--- src/rtl/decode_pkg.sv ---
// Shared constants for the decode stage: opcodes, instruction classes and the
// width of a queued decoded record.
package decode_pkg;

   localparam logic [5:0] OP_R     = 6'h00;
   localparam logic [5:0] OP_J     = 6'h02;
   localparam logic [5:0] OP_JAL   = 6'h03;
   localparam logic [5:0] OP_BEQ   = 6'h04;
   localparam logic [5:0] OP_BNE   = 6'h05;
   localparam logic [5:0] OP_ADDI  = 6'h08;
   localparam logic [5:0] OP_ADDIU = 6'h09;
   localparam logic [5:0] OP_SLTI  = 6'h0A;
   localparam logic [5:0] OP_ANDI  = 6'h0C;
   localparam logic [5:0] OP_ORI   = 6'h0D;
   localparam logic [5:0] OP_XORI  = 6'h0E;
   localparam logic [5:0] OP_LUI   = 6'h0F;
   localparam logic [5:0] OP_LW    = 6'h23;
   localparam logic [5:0] OP_SW    = 6'h2B;

   localparam logic [2:0] IC_R      = 3'd0;
   localparam logic [2:0] IC_I_ALU  = 3'd1;
   localparam logic [2:0] IC_LOAD   = 3'd2;
   localparam logic [2:0] IC_STORE  = 3'd3;
   localparam logic [2:0] IC_BRANCH = 3'd4;
   localparam logic [2:0] IC_JUMP   = 3'd5;
   localparam logic [2:0] IC_NONE   = 3'd7;

   // Record = instruction word + dest + reg_write + iclass + illegal, plus imm_ext and pc.
   localparam int REC_BASE_W = 32 + 5 + 1 + 3 + 1;

   function automatic int rec_w(input int data_w);
      return REC_BASE_W + 2 * data_w;
   endfunction

endpackage

--- src/rtl/decode_fifo.sv ---
// Generic DEPTH x WIDTH synchronous FIFO with flush; DEPTH must be a power of 2
// so the pointers wrap naturally.
module decode_fifo #(
   parameter int DEPTH = 2,
   parameter int WIDTH = 8,
   localparam int PTR_W = $clog2(DEPTH)
) (
   input  logic             clk,
   input  logic             reset,
   input  logic             flush,
   input  logic             push,
   input  logic             pop,
   input  logic [WIDTH-1:0] wdata,
   output logic [WIDTH-1:0] rdata,
   output logic [PTR_W:0]   count,
   output logic             full,
   output logic             empty
);

   logic [WIDTH-1:0] mem_q [DEPTH];
   logic [WIDTH-1:0] mem_d [DEPTH];
   logic [PTR_W-1:0] wr_ptr_q, wr_ptr_d;
   logic [PTR_W-1:0] rd_ptr_q, rd_ptr_d;
   logic [PTR_W:0]   count_q, count_d;
   logic             do_push, do_pop;

   assign full  = (count_q == (PTR_W + 1)'(DEPTH));
   assign empty = (count_q == '0);
   assign count = count_q;
   assign rdata = mem_q[rd_ptr_q];

   // NOTE: every always_comb output gets a default first so no latch can be inferred.
   always_comb begin
      do_push  = push && !full;
      do_pop   = pop && !empty;
      mem_d    = mem_q;
      wr_ptr_d = wr_ptr_q;
      rd_ptr_d = rd_ptr_q;
      count_d  = count_q;
      if (flush) begin
         wr_ptr_d = '0;
         rd_ptr_d = '0;
         count_d  = '0;
      end else begin
         if (do_push) begin
            mem_d[wr_ptr_q] = wdata;
            wr_ptr_d        = wr_ptr_q + 1'b1;
         end
         if (do_pop) rd_ptr_d = rd_ptr_q + 1'b1;
         case ({do_push, do_pop})
            2'b10:   count_d = count_q + 1'b1;
            2'b01:   count_d = count_q - 1'b1;
            default: count_d = count_q;
         endcase
      end
   end

   // NOTE: sequential state uses non-blocking assignments only.
   always_ff @(posedge clk) begin
      if (reset) begin
         wr_ptr_q <= '0;
         rd_ptr_q <= '0;
         count_q  <= '0;
      end else begin
         wr_ptr_q <= wr_ptr_d;
         rd_ptr_q <= rd_ptr_d;
         count_q  <= count_d;
      end
   end

   // NOTE: storage is not reset; the count gates every read, so stale entries are never seen.
   always_ff @(posedge clk) begin
      mem_q <= mem_d;
   end

endmodule

--- src/rtl/decode_queue.sv ---
// Decode stage: decodes each accepted instruction and queues the record toward execute.
// Optional DECODE_ILLEGAL_TRAP_EN flags unknown opcodes as illegal (iclass 7).
module decode_queue
   import decode_pkg::*;
#(
   parameter int DATA_W = 32,
   parameter int DEPTH  = 2
) (
   input  logic              clk,
   input  logic              reset,
   input  logic              flush,
   input  logic              in_valid,
   output logic              in_ready,
   input  logic [31:0]       instruction,
   input  logic [DATA_W-1:0] pc,
   output logic              out_valid,
   input  logic              out_ready,
   output logic [5:0]        opcode,
   output logic [4:0]        rs,
   output logic [4:0]        rt,
   output logic [4:0]        dest,
   output logic              reg_write,
   output logic [5:0]        func,
   output logic [4:0]        shamt,
   output logic [DATA_W-1:0] imm_ext,
   output logic [25:0]       jump_target,
   output logic [2:0]        iclass,
   output logic              illegal,
   output logic [DATA_W-1:0] pc_out
);

   localparam int REC_W = rec_w(DATA_W);
   localparam int CNT_W = $clog2(DEPTH) + 1;

   logic [4:0]        dec_dest;
   logic              dec_reg_write;
   logic [2:0]        dec_iclass;
   logic              dec_illegal;
   logic [DATA_W-1:0] dec_imm;
   logic [REC_W-1:0]  rec_in, rec_head, rec_vis;
   logic [CNT_W-1:0]  fifo_count;
   logic              fifo_full, fifo_empty;
   logic [31:0]       head_instr;

   always_comb begin
      dec_dest      = '0;
      dec_reg_write = 1'b0;
      dec_iclass    = IC_NONE;
      dec_illegal   = 1'b0;
      dec_imm       = DATA_W'($signed(instruction[15:0]));
      case (instruction[31:26])
         OP_R: begin
            dec_iclass    = IC_R;
            dec_dest      = instruction[15:11];
            dec_reg_write = 1'b1;
         end
         OP_J:            dec_iclass = IC_JUMP;
         OP_JAL: begin
            dec_iclass    = IC_JUMP;
            dec_dest      = 5'd31;
            dec_reg_write = 1'b1;
         end
         OP_BEQ, OP_BNE:  dec_iclass = IC_BRANCH;
         OP_ADDI, OP_ADDIU, OP_SLTI, OP_ANDI, OP_ORI, OP_XORI, OP_LUI: begin
            dec_iclass    = IC_I_ALU;
            dec_dest      = instruction[20:16];
            dec_reg_write = 1'b1;
            if (instruction[31:26] == OP_LUI)
               dec_imm = DATA_W'({instruction[15:0], 16'h0000});
            else if (instruction[31:26] inside {OP_ANDI, OP_ORI, OP_XORI})
               dec_imm = DATA_W'(instruction[15:0]);
         end
         OP_LW: begin
            dec_iclass    = IC_LOAD;
            dec_dest      = instruction[20:16];
            dec_reg_write = 1'b1;
         end
         OP_SW:           dec_iclass = IC_STORE;
         default: begin
`ifdef DECODE_ILLEGAL_TRAP_EN
            dec_iclass  = IC_NONE;
            dec_illegal = 1'b1;
`else
            // Without the trap, unknown opcodes behave like a register-writing I-type ALU op.
            dec_iclass    = IC_I_ALU;
            dec_dest      = instruction[20:16];
            dec_reg_write = 1'b1;
`endif
         end
      endcase
   end

   assign rec_in = {pc, dec_imm, instruction, dec_dest, dec_reg_write, dec_iclass, dec_illegal};

   // in_ready depends only on the stored count, so back-pressure never races out_ready.
   assign in_ready  = !fifo_full;
   assign out_valid = (fifo_count != '0);

   decode_fifo #(
      .DEPTH (DEPTH),
      .WIDTH (REC_W)
   ) u_fifo (
      .clk   (clk),
      .reset (reset),
      .flush (flush),
      .push  (in_valid && in_ready),
      .pop   (out_valid && out_ready),
      .wdata (rec_in),
      .rdata (rec_head),
      .count (fifo_count),
      .full  (fifo_full),
      .empty (fifo_empty)
   );

   assign rec_vis = fifo_empty ? '0 : rec_head;
   assign {pc_out, imm_ext, head_instr, dest, reg_write, iclass, illegal} = rec_vis;

   assign opcode      = head_instr[31:26];
   assign rs          = head_instr[25:21];
   assign rt          = head_instr[20:16];
   assign shamt       = head_instr[10:6];
   assign func        = head_instr[5:0];
   assign jump_target = head_instr[25:0];

endmodule
--- config.mk ---
export PLATFORM = sky130hd
export DESIGN_NAME = decode_queue
export DESIGN_NICKNAME = d
export VERILOG_FILES = /design/src/rtl/decode_pkg.sv /design/src/rtl/decode_fifo.sv /design/src/rtl/decode_queue.sv
export SDC_FILE = /design/constraint.sdc
export NUM_CORES = 1
export LEC_CHECK = 0
export ABC_AREA = 1
export CORE_UTILIZATION = 30
export CTS_CLUSTER_SIZE = 40
export DETAILED_ROUTE_END_ITERATION = 16
export PLACE_DENSITY = 0.62
export SLEW_MARGIN = 25
export SYNTH_ARGS = -nofsm -noshare
export SYNTH_HDL_FRONTEND = slang
export SYNTH_HIERARCHICAL = 1
export SYNTH_SLANG_ARGS = --single-unit
export TNS_END_PERCENT = 10
--- constraint.sdc ---
create_clock -name clk -period 8.41 [get_ports clk]
set_input_delay 1.682 -clock clk [delete_from_list [all_inputs] [get_ports clk]]
set_output_delay 1.682 -clock clk [all_outputs]
set_load 0.05 [all_outputs]
* Word level (Yosys, flattened, before mapping)
Cells that the tools add are included.
** Storage, ports and cells
- Bits of input ports :: 69
- Register bits after elaboration :: 216
- Logic and storage cells :: 63
- Output and inout bits :: 129
** Cells by class
- Eq/ne operators :: 16
- Add/subtract/negate cells :: 4
- Order comparisons :: 3
- Multiplexer cells :: 14
- Bitwise gates (word level) :: 3
- Reduce and logical (&&, ||, !) cells :: 18
** Operators by type and width (number)
- $mux W106 :: 5
- $bwmux W212 :: 1
- $demux W106 S1 :: 1
- $mux W32 :: 3
- $eq A6 B4 Y1 const B :: 7
- $pmux W3 S5 :: 1
- $pmux W5 S3 :: 1
- $eq A6 B2 Y1 const B :: 2
- $eq A6 B3 Y1 const B :: 2
- $eq A6 B6 Y1 const B :: 2
- $reduce_or A7 Y1 :: 1
- $logic_not A6 Y1 :: 1
- $reduce_or A2 Y1 :: 3
- $logic_and A1 B1 Y1 :: 5
- $eq A2 B2 Y1 const B :: 2
- $ge A2 B2 Y1 const B :: 2
- $not A1 Y2 :: 2
- $pmux W2 S2 :: 1
- $reduce_bool A2 Y1 :: 2
- $reduce_or A4 Y1 :: 1
- $reduce_bool A3 Y1 :: 1
- $add A1 B1 Y1 const B :: 2
- $add A2 B1 Y2 const B :: 1
- $eq A2 B1 Y1 const B :: 1
- other kinds (7) :: 8

* Logic depth before layout (Yosys ltp)
Gate-level depths: netlist of the first run.
- Word-level depth :: 6
- Mapped depth :: 12
- Mapped depth without buffers :: 12

* By module
The synthesis of the first run kept the hierarchy.
** Modules (own cells, without submodules)
- decode_fifo :: cells an instance 591, sequential area each 6446.2 µm², area an instance 7956.4 µm², instances 1
- decode_queue :: cells an instance 353, sequential area each 0.0 µm², area an instance 1557.7 µm², instances 1

* Least setup slack after synthesis of the first run
OpenSTA, ideal clock, no wires.
- Path kind :: input port to flip-flop
- Start :: input port in_valid
- End :: register u_fifo/mem_q[0] in the netlist's numbering (enable)
- Data arrival time :: 6.438 ns
- Cell stages on the path :: 6
- Buffers on the path :: 0
- Slack :: 1.401 ns
- Required time :: 7.839 ns
- Library setup time :: 0.571 ns
- Cell sequence :: inv_1 -> nor2_1 -> inv_1 -> nor2_2 -> nand2_1 -> nor2_1
** On the way
- Cells in the longest elaborated chain, start to end :: 3
** Ends and longest elaborated chain
- from (decl) :: line decode_queue.sv:12 : input logic in_valid,
- $logic_and A1 B1 Y1 :: line decode_queue.sv:106 : .push (in_valid && in_ready),
- $logic_and A1 B1 Y1 :: line decode_fifo.sv:34 : do_push = push && !full;
- $reduce_and A2 Y1 (no line)
- to (signal assigned) :: line decode_fifo.sv:73 : mem_q <= mem_d;
- to (decl) :: line decode_fifo.sv:20 : logic [WIDTH-1:0] mem_q [DEPTH];
Every way passes these cells.
A chain may end at the register's enable or synchronous reset.

* Worst setup path after layout of the first run
- Start :: register u_fifo.rd_ptr_q
- End :: output port imm_ext[6]
** On the way
- Cells in the longest elaborated chain, start to end :: 5
** Ends and longest elaborated chain
- from (decl) :: line decode_fifo.sv:23 : logic [PTR_W-1:0] rd_ptr_q, rd_ptr_d;
- from (signal assigned) :: line decode_fifo.sv:66 : rd_ptr_q <= rd_ptr_d;
- $not A1 Y2 (implied by the code) :: line decode_fifo.sv:30 : assign rdata = mem_q[rd_ptr_q];
- $mux W106 (implied by the code) (3 in a row) :: line decode_fifo.sv:30
- net rec_head[48] :: line decode_queue.sv:40 : logic [REC_W-1:0] rec_in, rec_head, rec_vis;
- $mux W106 :: line decode_queue.sv:115 : assign rec_vis = fifo_empty ? '0 : rec_head;
- to (decl) :: line decode_queue.sv:25 : output logic [DATA_W-1:0] imm_ext,
The timed path passes the listed nets, and every way through them passes these cells. The select of a mux whose other input is x is not followed.

==> impl_metrics.json, run 1 <==
{
  "status": "complete, no violations",
  "cts_buffers": 24,
  "cts_buffer_depth": 3,
  "synthTopCellsByCount": "nand2_1, edfxtp_1, nor2_1",
  "busiest_layer": "met2",
  "synthSimpleGateAreaFrac": 0.205,
  "timing.rr.end": "u_fifo/mem_q[87]",
  "routabilityCongestion": 0.711,
  "antenna_left": 0,
  "tightest_slew_ns": 0.916,
  "startpoint_type": "flip-flop",
  "avgViaCountPerCell": 4.23,
  "endpoint": "imm_ext[6]",
  "worstPathMaxFanout": 62,
  "rr_worst_depth": 8,
  "startpoint": "u_fifo/rd_ptr_q",
  "synth-async-reset-ratio": 0,
  "crit_type": "flip-flop to output pin",
  "rsz0062_at_grt": "false",
  "grt_pass1_wl_mm": 34.3,
  "fin_total_pwr_uw": 2590,
  "nets": 1187,
  "worst_ep_arrival_time_ns": 3.48,
  "firstDrtPassIters": 5,
  "fp.dieW_um": 180,
  "yosysMostFrequentCell": "nand2_1",
  "synth_flop_cell": "edfxtp_1",
  "rrSetupSlack_ns": 5.44,
  "drt_iter0_drc": 406,
  "grt_use_met2": 0.218,
  "worst_setup_path_end_kind": "output pin",
  "cts-htree-levels": 1,
  "track_usage": 0.133,
  "synthCells": 944,
  "synth_top_family_by_area": "simple AND/OR/NAND/NOR gates",
  "gr-usage-met1": 0.183,
  "syn_avg_cell_area_um2": 10.1,
  "fin_crit_ns": 5.16,
  "synth_area_um2": 9510,
  "ys_ff_latch": 216,
  "maxSlewHeadroom": 0.389,
  "core_area_um2": 30900,
  "yosysSeqAreaShare": 0.678,
  "row_count": 64,
  "routed_wirelength_mm": 21.9,
  "route.detailed.drc": 0,
  "avgRoutedWirePerCell_um": 14.3,
  "vias": 6478,
  "yosysTopAreaCellShare": 0.669,
  "clock_sink_count": 216,
  "ys_types": 32,
  "diodes": 0,
  "fin_worst_hold_slack_ns": 0.541,
  "ir_worst_vdd_uv": 133,
  "fin_tns_setup_ns": 0,
  "use_met3": 0.0265,
  "syn2layout_area_growth_pct": 31.4,
  "fp.dieH_um": 180,
  "clk_pin_slew_ns": 0.06,
  "setup_violations": 0,
  "portBuffers": 197,
  "muxShareOfSynthArea": 0,
  "grt_antenna_before_repair": 2,
  "yosysTopAreaCell": "edfxtp_1",
  "synth_fa_ha_area_frac": 0.00132,
  "synth-edff-count": 212,
  "grt_pass1_vias": 6296,
  "ys.warnings.count": 6,
  "grt_max_degree": 66,
  "synthTopCellsByArea": "edfxtp_1, nand2_1, nor2_1",
  "r2r-start": "u_fifo/count[0]",
  "fp.dieArea_um2": 32400,
  "start_util": 0.308,
  "powerDensity_nw_per_um2": 207,
  "hp-class": "flip-flop to flip-flop",
  "fill_cells": 2977,
  "post-cts-setup-buffer-count": 0,
  "synth_compound_area_frac": 0.0162,
  "slew_violations": 0,
  "clockRootBuffer": "clkbuf_16",
  "synth_xor_area_frac": 0.000921,
  "cts_tree": "yes",
  "crit_required_ns": 6.73,
  "grt_overflow_total": 0,
  "cts_resized": 0,
  "cap_violations": 0,
  "final_hold_viol_count": 0,
  "drive_gt1_frac": 0.0608,
  "ctsHoldBuffers": 0,
  "finClkSkew_ns": 0.00925,
  "ioPinCount": 198,
  "min_period_over_period": 0.614,
  "p_leak_uw": 0.00517,
  "fmax_ghz": 0.194,
  "dp_hpwl_mm": 14.0,
  "clock_latency_ns": 0.50
}
routing by layer:
layer,up-vias,routed length (um)
met5,-,13
met4,2,425
met3,28,1290
met2,209,9970
met1,2972,10200
li1,3267,-
layout make-up:
class / instances / area (um2) / area share
timing repair buffer: 205 / 2040 / 0.164
tap: 396 / 495 / 0.0396
clock buffer: 28 / 637 / 0.0509
multi-input combinational: 528 / 2160 / 0.172
inverter: 142 / 538 / 0.0430
sequential: 216 / 6450 / 0.516
clock inverter: 16 / 181 / 0.0145
power breakdown:
part           internal (uW)  leakage, uW  switching (uW)
Combinational           99.2      0.00280             199
Sequential              1220      0.00198            8.42
Clock                    663     0.000395             403
Total                   1980      0.00517             610
worst max-delay path: stages (launching register included):
cell and delay, ns:
dfxtp_4 0.50, inv_4 0.47, buf_4 0.67, nand2_1 0.10, nand2_1 0.09, inv_1 0.05, nor2_1 0.18, clkdlybuf4s50_1 0.85
metrics by stage:
stage / util / cells / setup WS (ns) / cell area, um2
6_report: 0.404 / 1531 / 3.25 / 12500
5_1_grt: 0.404 / 1531 / 3.04 / 12500
4_1_cts: 0.404 / 1530 / 3.19 / 12500
3_5_place_dp: 0.377 / 1486 / 3.76 / 11700
3_3_place_gp: 0.377 / 1486 / 3.70 / 11700
2_1_floorplan: - / 945 / 1.40 / 9520
kinds of logic (layout without fill, tap and decap cells):
kind of cell	after synthesis	in the layout
xor gates and xnor gates	1	1
DFF	216	216
adders and majority gates	1	1
and+or+nand+nor	500	500
other	1	2
buffers and inverters	201	391
AOI/OAI and AO/OA	24	24
state kept, by name, summed over array words and instances, names as in the netlist:
| register | cells |
|---|---|
| u_fifo/mem_q | 212 |
| u_fifo/count | 2 |
| u_fifo/rd_ptr_q | 1 |
| u_fifo/wr_ptr_q | 1 |
cells in the final DEF, fill, tap and decap left out, drive strengths merged:
master	n
o21bai	1
nand4	1
bufinv	4
clkbuf	28
o211ai	1
inv	142
a21oi	5
or2	1
nor2	146
nor3	3
clkinv	11
nand2	343
ha	1
buf	8
dfxtp	4
o21ai	16
xor2	1
edfxtp	212
nor4	1
conb	2
clkinvlp	1
clkdlybuf4s50	197
nand3	5
o21a	1
worst min path at each step:
| stage | start | end | cells after the start |
|---|---|---|---|
| global placement | u_fifo/wr_ptr_q | u_fifo/wr_ptr_q | 2 |
| finish | u_fifo/wr_ptr_q | u_fifo/wr_ptr_q | 2 |
| floorplan | u_fifo/wr_ptr_q | u_fifo/wr_ptr_q | 2 |
| global route | u_fifo/wr_ptr_q | u_fifo/wr_ptr_q | 2 |
| detailed placement | u_fifo/wr_ptr_q | u_fifo/wr_ptr_q | 2 |
| CTS | u_fifo/wr_ptr_q | u_fifo/wr_ptr_q | 2 |
No activity file was read; power rests on OpenSTA's default activity.
==> run 2: changes to the inputs <==
==> constraint.sdc (replaced) <==
create_clock -name clk -period 4.9 [get_ports clk]
set_input_delay 0.98 -clock clk [delete_from_list [all_inputs] [get_ports clk]]
set_output_delay 0.98 -clock clk [all_outputs]
set_load 0.05 [all_outputs]
==> impl_metrics.json, run 2 (synthesis gave the netlist of run 1 again) <==
{
  "worst_ep_arrival_time_ns": 3.20,
  "grt_pass1_wl_mm": 35.0,
  "finalInstanceArea_um2": 12500,
  "final_hold_viol_count": 0,
  "setup_ws_ns": 0.725,
  "post-cts-setup-buffer-count": 0,
  "pre_cts_ws_ns": 1.21,
  "powerDensity_nw_per_um2": 351,
  "fmax_ghz": 0.240,
  "worst_setup_path_end_kind": "output pin",
  "ff_latch_area_um2": 6450,
  "place_area_um2": 11700,
  "swShare": 0.246,
  "firstDrtPassIters": 4,
  "tightest_slew_ns": 0.921,
  "worstPathMaxFanout": 80,
  "fp.dieW_um": 180,
  "row_count": 64,
  "rsz0062_at_grt": "false",
  "largest_register_ffs": 212,
  "portBuffers": 197,
  "grt_pass1_vias": 6380,
  "final_common_cell": "nand2_1",
  "critical_path.most_common_cell": "nand2_1",
  "switchingPower_uw": 1080,
  "fp.dieArea_um2": 32400,
  "finClkSkew_ns": 0.0104,
  "fill_cells": 3028,
  "crit_type": "flip-flop to output pin",
  "combPwrFrac": 0.116,
  "multi_input_area_um2": 2160,
  "track_usage": 0.136,
  "drive_gt1_frac": 0.0618,
  "grt_max_degree": 107,
  "slew_violations": 0,
  "grt_antenna_before_repair": 2,
  "startpoint": "u_fifo/rd_ptr_q",
  "route.detailed.drc": 0,
  "clock_latency_ns": 0.51,
  "dp_hpwl_mm": 14.1,
  "setup_violations": 0,
  "timing.critical_path.buf_inv": 3,
  "cts_buffers": 25,
  "clockRootBuffer": "clkbuf_16",
  "avgRoutedWirePerCell_um": 14.6,
  "maxSlewHeadroom": 0.386,
  "routed_wirelength_mm": 22.3,
  "vias": 6486,
  "ioPinCount": 198,
  "cts_resized": 0,
  "startpoint_type": "flip-flop",
  "rrSetupSlack_ns": 2.58,
  "power.internal_uw": 3300,
  "start_util": 0.308,
  "drt_iter0_drc": 332,
  "nets": 1187,
  "critical-path-max-stage-delay_ns": 0.84,
  "cap_violations": 0,
  "avgViaCountPerCell": 4.24,
  "crit_required_ns": 3.92,
  "rr_worst_depth": 7,
  "p_leak_uw": 0.00515,
  "final_cells": 1529,
  "top_register": "u_fifo/mem_q",
  "fin_tns_setup_ns": 0,
  "clock_sink_count": 216,
  "fin_crit_ns": 4.18,
  "ctsHoldBuffers": 0,
  "p_seq_frac": 0.482,
  "crit_family": "buffers and inverters",
  "hp-class": "flip-flop to flip-flop",
  "antenna_left": 0,
  "syn2layout_area_growth_pct": 31.0,
  "hp-start": "u_fifo/wr_ptr_q",
  "hold_path_end": "u_fifo/wr_ptr_q",
  "clkPwrFrac": 0.401,
  "whs_path_depth": 2,
  "diodes": 0,
  "ir_worst_vdd_uv": 182,
  "fp.dieH_um": 180,
  "cts_buffer_depth": 3,
  "slowest_stage": "clkdlybuf4s50_1",
  "timing.rr.end": "u_fifo/mem_q[162]",
  "core_area_um2": 30900,
  "grt_overflow_total": 0,
  "cts_tree": "yes",
  "clk_pin_slew_ns": 0.06,
  "final_util": 0.403,
  "final_cell_mix": "nand2_1, edfxtp_1, clkdlybuf4s50_1, nor2_1, inv_1",
  "post-place-cells": 1486,
  "min_period_over_period": 0.852,
  "routabilityCongestion": 0.735,
  "r2r-start": "u_fifo/count[0]",
  "cts-htree-levels": 1,
  "status": "complete, no violations",
  "path_cells": "buf_4, nand2_1, nand2_1, inv_1, nor2_1, clkdlybuf4s50_1"
}
## run 2: cell types whose count changed in the layout (fill, tap and decap cells not counted), sizes merged
cell	previous run	this run
buf	8	7
bufinv	4	2
clkinvlp	1	2
## run 2: worst min-delay path, cell delays in order (launching register included)
cell	delay, ns
dfxtp_1	0.35
nor2_1	0.12
nor2_1	0.05
## run 2: power by group through the flow
stage                     sequential, uW  clock [uW]  combinational [uW]
after global placement              2150           0                 510
after floorplan                     2150           0                 317
after global routing                2120        1870                 548
after CTS                           2110        1800                 518
final                               2110        1760                 510
after detailed placement            2150           0                 517
## run 2: layer usage
metal / global-route usage / wire, um / part of all wire / vias to the layer above
met3: 0.0285 / 1360 / 0.061 / 31
met1: 0.179 / 10000 / 0.45 / 3005
met4: 0.0277 / 376 / 0.017 / 2
li1: - / - / - / 3256
met5: 0 / 12 / 0.00054 / -
met2: 0.230 / 10600 / 0.47 / 192
## run 2: how the worst max path moves through the flow
| stage | to | slack (ns) | cells after the start |
|---|---|---|---|
| after floorplan | u_fifo/mem_q[106] | -1.0 | 6 |
| after global placement | shamt[2] | 1.25 | 6 |
| after detailed placement | jump_target[8] | 1.21 | 6 |
| after CTS | jump_target[8] | 0.65 | 6 |
| after global routing | jump_target[9] | 0.49 | 6 |
| final | jump_target[8] | 0.72 | 6 |
## run 2: area by class of cell
cell class	count	area share
sequential	216	0.518
multi-input combinational	528	0.173
timing repair buffer	204	0.164
clock buffer	28	0.0511
inverter	142	0.0432
tap	396	0.0398
clock inverter	15	0.0109
## run 2: metrics by stage
| step | power, uW | hold slack (ns) |
|---|---|---|
| final | 4380 | 0.557 |
| after global routing | 4540 | 0.581 |
| after global placement | 2660 | 0.520 |
| after CTS | 4430 | 0.556 |
| after detailed placement | 2670 | 0.547 |
| after floorplan | 2470 | 0.490 |
==> run 3: changes to the inputs <==
--- a/config.mk
+++ b/config.mk
@@ -13,6 +13,5 @@
 export SLEW_MARGIN = 25
 export SYNTH_ARGS = -nofsm -noshare
 export SYNTH_HDL_FRONTEND = slang
-export SYNTH_HIERARCHICAL = 1
 export SYNTH_SLANG_ARGS = --single-unit
 export TNS_END_PERCENT = 10
==> impl_metrics.json, run 3 <==
{
  "status": "complete, no violations",
  "nets": 956,
  "final_hold_viol_count": 0,
  "final_cells": 1286,
  "largest_register_ffs": 210,
  "track_usage": 0.135,
  "cts_resized": 0,
  "synthTopCellsByCount": "nand2_1, edfxtp_1, a21oi_1",
  "cap_violations": 0,
  "finalInstanceArea_um2": 11700,
  "worstPathMaxFanout": 46,
  "ir_worst_vdd_uv": 296,
  "cts_buffer_depth": 3,
  "fin_tns_setup_ns": 0,
  "clk_pin_slew_ns": 0.06,
  "clock_sink_count": 214,
  "avgRoutedWirePerCell_um": 16.2,
  "hp-class": "flip-flop to flip-flop",
  "drt_iter0_drc": 326,
  "clockRootBuffer": "clkbuf_16",
  "startpoint": "u_fifo.rd_ptr_q",
  "routed_wirelength_mm": 20.9,
  "startpoint_type": "flip-flop",
  "start_util": 0.306,
  "final_util": 0.405,
  "maxSlewHeadroom": 0.409,
  "final_cell_mix": "nand2_1, edfxtp_1, clkdlybuf4s50_1, a21oi_1, inv_1",
  "cts_tree": "yes",
  "timing.rr.end": "u_fifo.count[1]",
  "syn_avg_cell_area_um2": 12.3,
  "yosysTopAreaCellShare": 0.716,
  "portBuffers": 196,
  "drive_gt1_frac": 0.0844,
  "core_area_um2": 28800,
  "yosysMostFrequentCell": "nand2_1",
  "clock_latency_ns": 0.50,
  "fin_crit_ns": 4.03,
  "ioPinCount": 198,
  "grt_antenna_before_repair": 2,
  "synth-edff-count": 210,
  "synth_flop_cell": "edfxtp_1",
  "routabilityCongestion": 0.741,
  "worst_ep_arrival_time_ns": 3.05,
  "antenna_left": 0,
  "row_count": 62,
  "ys_types": 28,
  "min_period_over_period": 0.823,
  "synth-async-reset-ratio": 0,
  "avgViaCountPerCell": 4.45,
  "post-place-cells": 1244,
  "finClkSkew_ns": 0.00898,
  "cts-htree-levels": 1,
  "vias": 5727,
  "endpoint": "func[0]",
  "worst_setup_path_end_kind": "output pin",
  "ys_ff_latch": 214,
  "grt_max_degree": 106,
  "cts_buffers": 24,
  "syn2layout_area_growth_pct": 32.4,
  "crit_type": "flip-flop to output pin",
  "synth_nets": 785,
  "yosysTopAreaCell": "edfxtp_1",
  "fp.dieW_um": 173,
  "rsz0062_at_grt": "false",
  "slew_violations": 0,
  "synthCells": 715,
  "synth_area_um2": 8800,
  "fmax_ghz": 0.248,
  "powerDensity_nw_per_um2": 370,
  "fin_total_pwr_uw": 4310,
  "setup_violations": 0,
  "grt_overflow_total": 0,
  "r2r-start": "u_fifo.count[0]",
  "final_common_cell": "nand2_1",
  "fp.dieArea_um2": 30000,
  "top_register": "u_fifo.mem_q",
  "crit_required_ns": 3.92,
  "synthTopCellsByArea": "edfxtp_1, nand2_1, a21oi_1",
  "p_leak_uw": 0.00404,
  "grt_pass1_vias": 5513,
  "ys.warnings.count": 0,
  "grt_pass1_wl_mm": 31.7,
  "dp_hpwl_mm": 12.9,
  "post-cts-setup-buffer-count": 0,
  "yosysSeqAreaShare": 0.725,
  "firstDrtPassIters": 4,
  "place_area_um2": 10900,
  "tightest_slew_ns": 0.886,
  "whs_path_depth": 2,
  "rrSetupSlack_ns": 2.76,
  "route.detailed.drc": 0,
  "ctsHoldBuffers": 0,
  "rr_worst_depth": 8,
  "fp.dieH_um": 173
}
[run 3: changes by cell type after synthesis, moves of 3 or more]
cell	change
nand2_1	-110
a21oi_2	+10
nand4_1	+4
a21oi_1	+97
inv_1	-110
o21ai_0	+3
nor2_2	+6
nor2_1	-122
clkbuf_1	-4
nand2_2	-3
[run 3: how the worst min path moves through the flow]
stage                               start              end  slack [ns]
final                     u_fifo.count[1]  u_fifo.count[1]        0.55
after global routing      u_fifo.count[1]  u_fifo.count[1]        0.59
after CTS                 u_fifo.count[1]  u_fifo.count[1]        0.55
after detailed placement  u_fifo.count[1]  u_fifo.count[1]        0.54
after global placement    u_fifo.count[1]  u_fifo.count[1]        0.54
after floorplan           u_fifo.wr_ptr_q  u_fifo.wr_ptr_q        0.49
[run 3: kinds of logic after synthesis]
family | after synthesis | share of synthesized area
compound gates | 133 | 0.0843
fa+ha+maj | 1 | 0.00142
other cells | 1 | 0.000426
xor+xnor | 1 | 0.000995
simple gates | 274 | 0.126
flops | 214 | 0.725
buf+inv | 91 | 0.0617
[run 3: area by class of cell]
type,instances,area [um2]
inverter,32,121
antenna,1,2.50
timing repair buffer,204,2050
fill,2654,17100
sequential,214,6390
clock inverter,6,52.6
clock buffer,35,663
multi-input combinational,410,1900
tap,384,480
[run 3: worst max-delay path, cell delays in order (launching register included)]
cell	delay (ns)
dfxtp_4	0.51
clkinv_2	0.24
buf_4	0.46
nand2_1	0.12
a21oi_1	0.27
clkdlybuf4s50_1	0.87
[run 3: per-stage QoR]
step           setup WS (ns)  hold WS [ns]
2_1_floorplan         -0.792         0.487
3_3_place_gp            1.38         0.537
3_5_place_dp            1.35         0.541
4_1_cts                0.799         0.549
5_1_grt                0.688         0.591
6_report               0.869         0.549
[run 3: power by group]
group	switching [uW]	internal, uW
registers	17.5	2080
clock network	659	982
logic	393	185
[run 3: metal layers]
metal	GRT usage	routed length (um)	vias to the layer above
met3	0.0325	1410	29
met1	0.188	9590	2742
met4	0.0321	366	2
li1	-	-	2791
met2	0.213	9490	163
met5	0	13	-
